==> src/rtl/mem_arbiter.sv <==
// Round-robin arbiter that shares one main-memory port between the I-cache and the D-cache.
// Optional build macro MEM_ARB_DCACHE_PRIO_EN: on a tie the D-cache always wins.
module mem_arbiter #(
  parameter int ADDR_W = 28,
  parameter int DATA_W = 128
) (
  input  logic              clk,
  input  logic              proc_reset,
  input  logic              ic_mem_read,
  input  logic [ADDR_W-1:0] ic_mem_addr,
  output logic [DATA_W-1:0] ic_mem_rdata,
  output logic              ic_mem_ready,
  input  logic              dc_mem_read,
  input  logic              dc_mem_write,
  input  logic [ADDR_W-1:0] dc_mem_addr,
  input  logic [DATA_W-1:0] dc_mem_wdata,
  output logic [DATA_W-1:0] dc_mem_rdata,
  output logic              dc_mem_ready,
  output logic              mem_read,
  output logic              mem_write,
  output logic [ADDR_W-1:0] mem_addr,
  output logic [DATA_W-1:0] mem_wdata,
  input  logic [DATA_W-1:0] mem_rdata,
  input  logic              mem_ready,
  output logic              arb_busy
);

  // state   | meaning
  // IDLE    | no grant; memory request lines held low (turnaround cycle)
  // GRANT_I | I-cache owns the memory port until mem_ready or drop
  // GRANT_D | D-cache owns the memory port until mem_ready or drop
  typedef enum logic [1:0] {IDLE, GRANT_I, GRANT_D} state_t;

  state_t state;
  logic   last_grant;
  logic   req_i;
  logic   req_d;
  logic   pick_d;

  assign req_i = ic_mem_read;
  assign req_d = dc_mem_read | dc_mem_write;

`ifdef MEM_ARB_DCACHE_PRIO_EN
  assign pick_d = req_d;
`else
  // On a tie, serve whichever master was not granted last.
  assign pick_d = req_d & (~req_i | ~last_grant);
`endif

  always_ff @(posedge clk) begin
    if (proc_reset) begin
      state      <= IDLE;
      last_grant <= 1'b1;
    end else begin
      case (state)
        IDLE: begin
          if (req_i | req_d) begin
            state      <= pick_d ? GRANT_D : GRANT_I;
            last_grant <= pick_d;
          end
        end
        GRANT_I: if (mem_ready || !req_i) state <= IDLE;
        GRANT_D: if (mem_ready || !req_d) state <= IDLE;
        default: state <= IDLE;
      endcase
    end
  end

  // Forwarding is combinational from the registered grant, so ready and rdata add no latency.
  always_comb begin
    mem_read     = 1'b0;
    mem_write    = 1'b0;
    mem_addr     = '0;
    mem_wdata    = '0;
    ic_mem_ready = 1'b0;
    dc_mem_ready = 1'b0;
    arb_busy     = 1'b0;
    case (state)
      GRANT_I: begin
        mem_read     = ic_mem_read;
        mem_addr     = ic_mem_addr;
        ic_mem_ready = mem_ready;
        arb_busy     = 1'b1;
      end
      GRANT_D: begin
        mem_read     = dc_mem_read;
        mem_write    = dc_mem_write;
        mem_addr     = dc_mem_addr;
        mem_wdata    = dc_mem_write ? dc_mem_wdata : '0;
        dc_mem_ready = mem_ready;
        arb_busy     = 1'b1;
      end
      default: ;
    endcase
  end

  assign ic_mem_rdata = mem_rdata;
  assign dc_mem_rdata = mem_rdata;

endmodule

==> config.mk <==
export PLATFORM = sky130hd
export DESIGN_NAME = mem_arbiter
export DESIGN_NICKNAME = d
export VERILOG_FILES = /design/src/rtl/mem_arbiter.sv
export SDC_FILE = /design/constraint.sdc
export NUM_CORES = 1
export LEC_CHECK = 0
export ABC_AREA = 1
export BUFFER_PORTS_ARGS = -buffer_cell sky130_fd_sc_hd__buf_2
export CAP_MARGIN = 20
export CORE_AREA = 2 2 285 287
export DETAILED_ROUTE_END_ITERATION = 16
export DIE_AREA = 0 0 287 289
export GPL_ROUTABILITY_DRIVEN = 1
export SKIP_LAST_GASP = 1
export SLEW_MARGIN = 5
export SYNTH_ARGS = -nofsm -noshare
export SYNTH_HDL_FRONTEND = slang
export SYNTH_SLANG_ARGS = --single-unit
export TNS_END_PERCENT = 30
==> constraint.sdc <==
create_clock -name clk -period 1.5 [get_ports clk]
set_clock_uncertainty 0.15 [all_clocks]
set_input_delay 0.15 -clock clk [delete_from_list [all_inputs] [get_ports clk]]
set_output_delay 0.15 -clock clk [all_outputs]
set_load 0.02 [all_outputs]
-- After elaboration in Yosys (flattened, before gate mapping)
Index checks and enable logic that the tools add are counted.
- flip-flop bits (word level): 3
- input bits: 318
- output and inout port bits: 417
- equal/unequal tests: 5
- multiplexer cells: 13
- bitwise operators: 6
- reductions and logical operators: 8
- operators by type and width (cell ; count):
    $mux 128 ; 2
    $pmux 28 s2 ; 1
    $mux 2 ; 4
    $ne 2x2->1 const B ; 3
    $pmux 2 s3 ; 1
    $mux 1 ; 4
    $or 1x1->1 ; 3
    $reduce_and 3->1 ; 1
    $eq 2x1->1 const B ; 1
    $eq 2x2->1 const B ; 1
    $logic_not 1->1 ; 2
    $logic_not 2->1 ; 1
    $logic_or 1x1->1 ; 2
    $not 1->1 ; 2
    $pmux 1 s2 ; 1
    $reduce_and 2->1 ; 1
    $reduce_or 2->1 ; 1
    $and 1x1->1 ; 1

-- Depth between registers and ports, before layout
Gate-level depths: netlist of run 1.
- depth after elaboration: 6
- depth in mapped cells: 7
- gate-level depth less buffers: 7

-- Least setup slack after synthesis of run 1
No wires, ideal clock.
- path type: reg2out
- from: register state[1]
- to: output mem_addr[10]
- data arrival time: 1542 ps
- required time: 1200 ps
- slack: -342 ps
- stages on the path, launching flop included: 7
- buffers on the path: 2
- cell sequence: dfxtp_1 -> inv_1 -> ha_1 -> inv_1 -> buf_2 -> buf_2 -> a21oi_1
- cells in the longest elaborated chain, start to end: 2
- elaborated cells on any way between the ends: 3
- RTL lines (element ; RTL line ; source):
    start: declaration ; 34 ; state_t state;
    start signal: assignment ; 58 ; state <= pick_d ? GRANT_D : GRANT_I;
    $eq 2x2->1 or $eq 2x1->1 (tied branches) ; 78 ; case (state)
    $pmux 28 s2 (*) ; 78 ;
    end: declaration ; 21 ; output logic [ADDR_W-1:0] mem_addr,
Mark *: on every way between the ends. The rest lies on a longest branch, timed or not.

-- Final worst setup path of run 1
- from: register state[0]
- to: output mem_wdata[63]
- cells in the longest elaborated chain, start to end: 2
- RTL lines (element ; RTL line ; source):
    $eq 2x2->1 ; 78 ;
    $mux 128 ; 78 ;
    end: declaration ; 22 ; output logic [DATA_W-1:0] mem_wdata,
Every way passes these cells.

==> flow_summary.ini, run 1 <==
[drt]
wl_per_cell_um = 18.4
via_per_inst = 2.34
drt_iter0_markers = 106
routed_wl_um = 33900
num_vias = 4325
ant_nets = 0
firstDrtPassIters = 4
drc = 0

[global_route]
met3_usage = 0.0771
use_met2 = 0.123
gr-total-overflow = 0
grt_pass1_vias = 4389
grt_max_degree = 23
grt_usage = 0.0754
grt_pass1_wl_um = 40600
gr-max-usage-layer = met2
antenna_found_initial = 48
grt_util_met1 = 0.0621

[layout]
fin_util = 0.0734
final_cells = 1847
finalInstanceArea_mm2 = 0.00586
fillers = 9583
layout-drive-gt1-share = 0.571
seqCellArea_um2 = 65.1
finalNetCount = 1103
multi_input_area_mm2 = 0.00131
area_growth_syn_to_layout_pct = 57.7

[run_status]
outcome = complete, but fails checks
violations = negative setup slack

[worst_hold_path]
holdPathStages = 0
hold_path.startpoint = mem_rdata[41]
hp-class = in -> out
worstHoldEndpoint = ic_mem_rdata[41]

[setup_path]
path_cells = inv_4, ha_4, nand2_8, buf_12, buf_4, nor2_1, buf_4
end_kind = output pin
critical_path.max_stage_delay_ns = 0.33
worstPathRequired_ns = 1.20
crit_buf_inv = 4
path_max_fanout = 22
path_common_cell = buf_4
critPathArrivalTime_ns = 1.53
worstSetupPathType = reg -> out
reg2reg_to = state[1]
crit_family = buffers and inverters
worstSetupStartpointType = flip-flop
rrSetupSlack_ns = -0.13
cpMaxStageDelayCell = dfxtp_2
worstReg2RegStart = state[0]
r2r_cells = 8

[clocking]
insertion_delay_ns = 0.23
clkSlewWorstSetupHoldPaths_ns = 0.03
clock_tree.root_cell = clkbuf_16
cts.sinks = 3
cts_tree = built
htree_num_levels = 1
numCtsBuffers = 3
clk_path_buf_depth = 2

[synth]
syn_nets = 986
synthFlopType = dfxtp_1
yosysTopAreaCell = buf_4
synth_area_leaders = buf_4, inv_1, nor2_1
synth_edf_count = 0
synth_area_per_cell_um2 = 5.60
syn_area_mm2 = 0.00372
ys_warn_count = 0
async_reset_ff_frac = 0
synth-seq-area-share = 0.0162
synth_cell_types = 16
synth_top_area_frac = 0.523
ys_ff_latch = 3
syn_inst = 664

[floorplan]
die_w_um = 287
die_height_um = 289
rows = 104
initial_utilization = 0.0465
ioPinCount = 735
die_area_mm2 = 0.0829
coreArea_mm2 = 0.0799

[sta]
period_minus_slack_ns = 1.83
fin_crit_sh = 1.22
relSlewSlack = 0.842
drv_slew = 0
fmax_mhz = 547
setup_viol = 162
max_slew.worst_pin.slew_ns = 0.236
timing.hold.ws_ns = 0.150
rsz0062_at_grt = true
hold_violations = 0
setup_slack_ns = -0.328

[place]
pre_cts_slack_ns = -0.303
routabilityCongestion = 0.876
dpl.cell_count = 1823
dp.final_hpwl_um = 30600
io_buffers = 350
placedInstanceArea_mm2 = 0.00517

[power]
swShare = 0.480
p_int_uw = 1270
p_per_area_mw_per_mm2 = 418
ir_drop_v = 0.000610
combPwrFrac = 0.778
power_frac_seq = 0.044
leakage_uw = 0.00318
switchingPower_uw = 1180
pwr-share-clk = 0.179

[job]
cap_violations = 0
cell families after synthesis:
logic type | Yosys count | synth area share
compound gates | 34 | 0.0468
fa+ha+maj | 4 | 0.0135
buf+inv | 420 | 0.714
flops | 3 | 0.0162
simple gates | 203 | 0.210
cells in the mapped netlist, types with 2 or more instances:
cell and instances:
inv_1 141, nor2_1 129, nand3_1 3, ha_1 4, buf_4 259, nand2_1 67
dfxtp_1 3, buf_6 13, a21oi_1 32, buf_2 6, nand4_1 2
sequential cells by signal, indices dropped and copies added, names as in the netlist:
signal / cells
state: 2
last_grant: 1
layer usage:
metal	routed length (um)	vias up	part of all wire
li1	-	1862	-
met5	245	-	0.0072
met4	1190	40	0.035
met1	9960	1740	0.29
met3	7750	148	0.23
met2	14800	535	0.44
what timing repair did:
item                                    CTS  global route
endpoints found under the setup margin  162           163
gates cloned                              4             1
resized for setup                        75            54
endpoints found under the hold margin     1             0
buffers inserted                          3             5
pin swaps                                 2             3
hold buffers                              1             0
through the flow:
| stage | setup TNS [ns] | total power, uW |
|---|---|---|
| 3_3_place_gp | -16.75 | 1700 |
| 6_report | -39.95 | 2450 |
| 2_1_floorplan | -0.381 | 1960 |
| 5_1_grt | -51.54 | 2630 |
| 4_1_cts | -45.62 | 2450 |
| 3_5_place_dp | -17.61 | 1700 |
final cells by class:
class / instances / area share
repair buffers: 391 / 0.432
well taps: 1060 / 0.226
multi-input cells: 241 / 0.223
inverters: 141 / 0.0920
clock buffers: 4 / 0.0134
flip-flops and latches: 3 / 0.0111
diodes: 7 / 0.00299
how the worst max path moves through the flow:
stage	cells after the start	start	slack [ns]	end
after floorplan	6	state[0]	-0.01	mem_wdata[107]
after global placement	7	state[0]	-0.34	mem_addr[20]
after detailed placement	7	state[0]	-0.30	mem_addr[20]
after CTS	7	state[0]	-0.36	mem_wdata[53]
after global routing	6	state[1]	-0.39	mem_addr[19]
final	7	state[0]	-0.33	mem_wdata[63]
power groups by stage:
stage / sequential [uW] / clock (uW) / combinational (uW)
2_1_floorplan: 103 / 0 / 1860
3_3_place_gp: 103 / 0 / 1590
3_5_place_dp: 103 / 0 / 1600
4_1_cts: 105 / 446 / 1900
5_1_grt: 109 / 455 / 2060
6_report: 107 / 438 / 1900
layout by cell type, fill, tap and decap left out, types with 2 or more instances in the layout:
cell,n
inv_1,138
nand4_1,2
buf_6,18
a21oi_4,13
ha_4,3
nand3_1,3
clkbuf_16,4
nor2_1,115
inv_4,2
buf_2,286
buf_4,69
nor2_2,11
a21oi_2,12
nor2_4,4
buf_16,2
diode_2,7
nand2_1,64
nand2_2,2
a21oi_1,8
buf_12,12
(Power assumes the default switching activity.)
==> run 2, diff against run 1 <==
--- a/config.mk
+++ b/config.mk
@@ -12,6 +12,7 @@
 export DETAILED_ROUTE_END_ITERATION = 16
 export DIE_AREA = 0 0 287 289
 export GPL_ROUTABILITY_DRIVEN = 1
+export PLACE_DENSITY = 0.32
 export SKIP_LAST_GASP = 1
 export SLEW_MARGIN = 5
 export SYNTH_ARGS = -nofsm -noshare
==> flow_summary.ini, run 2 (synthesis results as in run 1) <==
[drt]
via_per_inst = 2.20
num_vias = 4056
routed_wl_um = 18100
drt_iter0_markers = 119
ant_nets = 0
firstDrtPassIters = 4
wl_per_cell_um = 9.83
drc = 0

[sta]
max_slew.worst_pin.slew_ns = 0.203
drv_slew = 0
setup_viol = 162
hold_violations = 0
setup_slack_ns = -0.331
rsz0062_at_grt = true
period_minus_slack_ns = 1.83
fin_crit_sh = 1.22
fmax_mhz = 546
tns_ns = -45.00
relSlewSlack = 0.864

[global_route]
grt_pass1_wl_um = 21800
grt_max_degree = 35
antenna_found_initial = 1
grt_pass1_vias = 3732
gr-total-overflow = 0
grt_usage = 0.0353

[place]
pre_cts_slack_ns = -0.245
dp.final_hpwl_um = 14700
routabilityCongestion = 0.689
io_buffers = 350
dpl.cell_count = 1829

[setup_path]
path_max_fanout = 9
worstSetupStartpointType = flip-flop
rrSetupSlack_ns = -0.06
worstPathRequired_ns = 1.20
reg2reg_to = state[1]
path_cells = inv_4, ha_4, nand2_8, buf_12, buf_4, nor2_1, buf_4
critical_path.max_stage_delay_ns = 0.32
cpMaxStageDelayCell = dfxtp_2
worstReg2RegStart = state[0]
r2r_cells = 8
end_kind = output pin
worstSetupPathType = reg -> out
crit_buf_inv = 4
critPathArrivalTime_ns = 1.53
crit_family = buffers and inverters
crit_start = state[0]
path_common_cell = buf_4

[power]
p_per_area_mw_per_mm2 = 419
leakage_uw = 0.00320
ir_drop_v = 0.000344

[floorplan]
coreArea_mm2 = 0.0799
ioPinCount = 735
initial_utilization = 0.0465
die_height_um = 289
rows = 104
die_w_um = 287
die_area_mm2 = 0.0829

[layout]
largestRegisters = state (2), last_grant (1)
fin_util = 0.0731
final_cells = 1846
layout-drive-gt1-share = 0.571
area_growth_syn_to_layout_pct = 57.2
finalNetCount = 1108
final_cell_mix = buf_2, inv_1, nor2_1
multi_input_area_mm2 = 0.00129
seqCellArea_um2 = 65.1
largest_reg_flops = 2
fillers = 9462
mostFrequentLayoutCell = buf_2
largest-register = state

[clocking]
clkSlewWorstSetupHoldPaths_ns = 0.03
htree_num_levels = 1
cts.sinks = 3
cts_tree = built
clk_path_buf_depth = 2
numCtsBuffers = 3
clock_tree.root_cell = clkbuf_16
insertion_delay_ns = 0.22

[run_status]
violations = negative setup slack
outcome = complete, but fails checks

[job]
cap_violations = 0

[worst_hold_path]
hp-class = in -> out
worstHoldEndpoint = dc_mem_rdata[60]
hold_path.startpoint = mem_rdata[60]
holdPathStages = 0
run 2: cell types whose count changed in the layout (fill, tap and decap cells not counted), moves of 2 or more:
cell,delta
a21oi_1,-3
a21oi_2,+6
a21oi_4,-3
buf_12,-4
buf_2,+4
buf_4,+3
clkbuf_16,+2
diode_2,-6
nand2_2,-2
nor2_1,+5
nor2_2,-5
run 2: repair_timing:
action	CTS	global route
endpoints found under the hold margin	2	0
pin swaps	1	2
cloned	2	3
buffers inserted	1	5
resized for setup	44	74
setup endpoints to repair	162	162
hold buffers	1	0
run 2: worst reg2reg max path, cell delays in order, from the launching register on:
cell	delay, ns
dfxtp_2	0.34
buf_4	0.12
ha_4	0.18
buf_12	0.15
buf_4	0.12
nand3_1	0.11
nand3_1	0.12
nand2_1	0.05
a21oi_1	0.14
run 2: area by class of cell:
type	instances	area share
clock buffers	4	0.0135
diodes	1	0.000428
well taps	1060	0.227
flip-flops and latches	3	0.0111
repair buffers	396	0.435
inverters	141	0.0919
multi-input cells	241	0.221
run 2: power breakdown:
part	switching [uW]	total [uW]	internal, uW
clock network	70.6	421	351
logic	1040	1920	884
registers	12.4	106	94.0
total	1120	2450	1330
run 2: worst max-delay path by stage:
stage                          end  slack, ns  cells after the start
floorplan           mem_wdata[107]      -0.01                      6
global placement      mem_addr[21]      -0.27                      7
detailed placement    mem_addr[20]      -0.24                      7
CTS                  mem_wdata[10]      -0.37                      7
global route         mem_wdata[95]      -0.40                      7
finish                mem_wdata[2]      -0.33                      7
run 2: routing by layer:
layer / vias to the layer above / global-route usage / share of wire
met5: - / 0.0142 / 0.0092
met4: 4 / 0.0154 / 0.031
met3: 30 / 0.0306 / 0.20
met2: 541 / 0.0565 / 0.44
met1: 1612 / 0.0304 / 0.32
li1: 1869 / - / -
run 2: through the flow:
stage,instance area (um2),power (uW),hold WS [ns]
floorplan,3910,1960,0.0617
global placement,5190,1730,0.150
detailed placement,5190,1700,0.150
CTS,5490,2280,0.150
global route,5840,2610,0.150
finish,5840,2450,0.150
==> run 3, diff against run 2 <==
--- a/config.mk
+++ b/config.mk
@@ -18,4 +18,3 @@
 export SYNTH_ARGS = -nofsm -noshare
 export SYNTH_HDL_FRONTEND = slang
 export SYNTH_SLANG_ARGS = --single-unit
-export TNS_END_PERCENT = 30
==> constraint.sdc (replaced) <==
create_clock -name clk -period 1.5 [get_ports clk]
set_clock_uncertainty 0.15 [all_clocks]
set_input_delay 0.3 -clock clk [delete_from_list [all_inputs] [get_ports clk]]
set_output_delay 0.3 -clock clk [all_outputs]
set_load 0.02 [all_outputs]
==> flow_summary.ini, run 3 (synthesis results as in run 1) <==
[run_status]
outcome = complete, but fails checks
violations = negative setup slack

[clocking]
clk_path_buf_depth = 2
insertion_delay_ns = 0.22
cts_tree = built
hold_buffers = 0
htree_num_levels = 1
clkSlewWorstSetupHoldPaths_ns = 0.03
clock_tree.root_cell = clkbuf_16
numCtsBuffers = 3
cts.sinks = 3

[global_route]
antenna_found_initial = 2
grt_max_degree = 31
grt_pass1_vias = 3988
grt_usage = 0.0429
grt_pass1_wl_um = 25700
gr-total-overflow = 0

[worst_hold_path]
hp-class = in -> reg

[drt]
drc = 0
via_per_inst = 2.30
wl_per_cell_um = 12.2
routed_wl_um = 22800
num_vias = 4272
drt_iter0_markers = 51
ant_nets = 0
firstDrtPassIters = 4

[setup_path]
worstSetupStartpointType = flip-flop
critPathArrivalTime_ns = 1.59
worstSetupPathType = reg -> out
crit_family = buffers and inverters
end_kind = output pin
path_max_fanout = 6
path_cells = buf_6, inv_6, ha_4, inv_8, buf_12, buf_4, a21oi_2, buf_4
path_common_cell = buf_4
crit_buf_inv = 6
critical_path.max_stage_delay_ns = 0.35
cpMaxStageDelayCell = dfxtp_4
worstPathRequired_ns = 1.05

[sta]
setup_slack_ns = -0.544
drv_slew = 0
hold_violations = 0
rsz0062_at_grt = true
fmax_mhz = 489
fin_crit_sh = 1.36
max_slew.worst_pin.slew_ns = 0.240
relSlewSlack = 0.840
period_minus_slack_ns = 2.04
timing.hold.ws_ns = 0.120
setup_viol = 163

[power]
power_frac_seq = 0.032
combPwrFrac = 0.836
ir_drop_v = 0.000375
p_total_uw = 3200
p_per_area_mw_per_mm2 = 409
pwr-share-clk = 0.132
p_int_uw = 1730
swShare = 0.461
leakage_uw = 0.00362
switchingPower_uw = 1470

[floorplan]
die_w_um = 287
coreArea_mm2 = 0.0799
die_height_um = 289
initial_utilization = 0.0465
rows = 104
ioPinCount = 735
die_area_mm2 = 0.0829

[layout]
n_antenna_cell = 0
area_growth_syn_to_layout_pct = 110
layout-drive-gt1-share = 0.728
fillers = 9259
finalNetCount = 1124
mostFrequentLayoutCell = buf_2
largest_reg_flops = 2
final_cell_mix = buf_2, inv_1, buf_6
finalInstanceArea_mm2 = 0.00781
largest-register = state
largestRegisters = state (2), last_grant (1)
fin_util = 0.0978

[place]
io_buffers = 350
routabilityCongestion = 0.723
dp.final_hpwl_um = 17800
placedInstanceArea_mm2 = 0.00567

[job]
cap_violations = 0
## run 3: changes by cell type in the layout (fill, tap and decap cells not counted), sizes merged
cell,previous run,this run
buf,392,405
clkbuf,7,11
diode,1,0
dlygate4sd3,1,0
## run 3: layout make-up
| type | count | area [um2] | share of cell area |
|---|---|---|---|
| tap | 1060 | 1330 | 0.170 |
| clock buffer | 4 | 78.8 | 0.0101 |
| sequential | 3 | 65.1 | 0.00833 |
| multi-input combinational | 241 | 2190 | 0.280 |
| inverter | 141 | 542 | 0.0693 |
| timing repair buffer | 412 | 3610 | 0.462 |
## run 3: power by group through the flow
stage	registers (uW)	clock network, uW	logic, uW
after floorplan	103	0	2020
after global placement	102	0	1800
after detailed placement	102	0	1770
after CTS	102	434	2080
after global routing	105	445	2850
final	103	422	2670
## run 3: worst paths after layout
path / start / to / slack [ns] / cells after the start
worst max-delay path: state[1] / mem_addr[19] / -0.54 / 8
worst min-delay path: proc_reset / state[0] / 0.12 / 2
worst min register to register: last_grant / last_grant / 0.32 / 2
worst max register to register: state[1] / state[0] / -0.25 / 10
## run 3: what timing repair did
item	CTS	global route
cloned	4	9
pin swaps	4	32
setup endpoints to repair	163	163
resized for setup	43	454
buffers inserted	3	6
## run 3: per-layer routing
| metal | up-vias | global-route usage | share of wire |
|---|---|---|---|
| met4 | 6 | 0.0107 | 0.041 |
| li1 | 1897 | - | - |
| met1 | 1774 | 0.0451 | 0.34 |
| met3 | 40 | 0.0399 | 0.20 |
| met2 | 555 | 0.0611 | 0.41 |
| met5 | - | 0.00568 | 0.0029 |
## run 3: stage by stage
stage	TNS (ns)	std cells	setup WS, ns
floorplan	-18.25	664	-0.147
global placement	-43.65	1836	-0.355
detailed placement	-42.75	1836	-0.338
CTS	-78.76	1847	-0.562
global route	-81.42	1861	-0.601
finish	-69.31	1861	-0.544
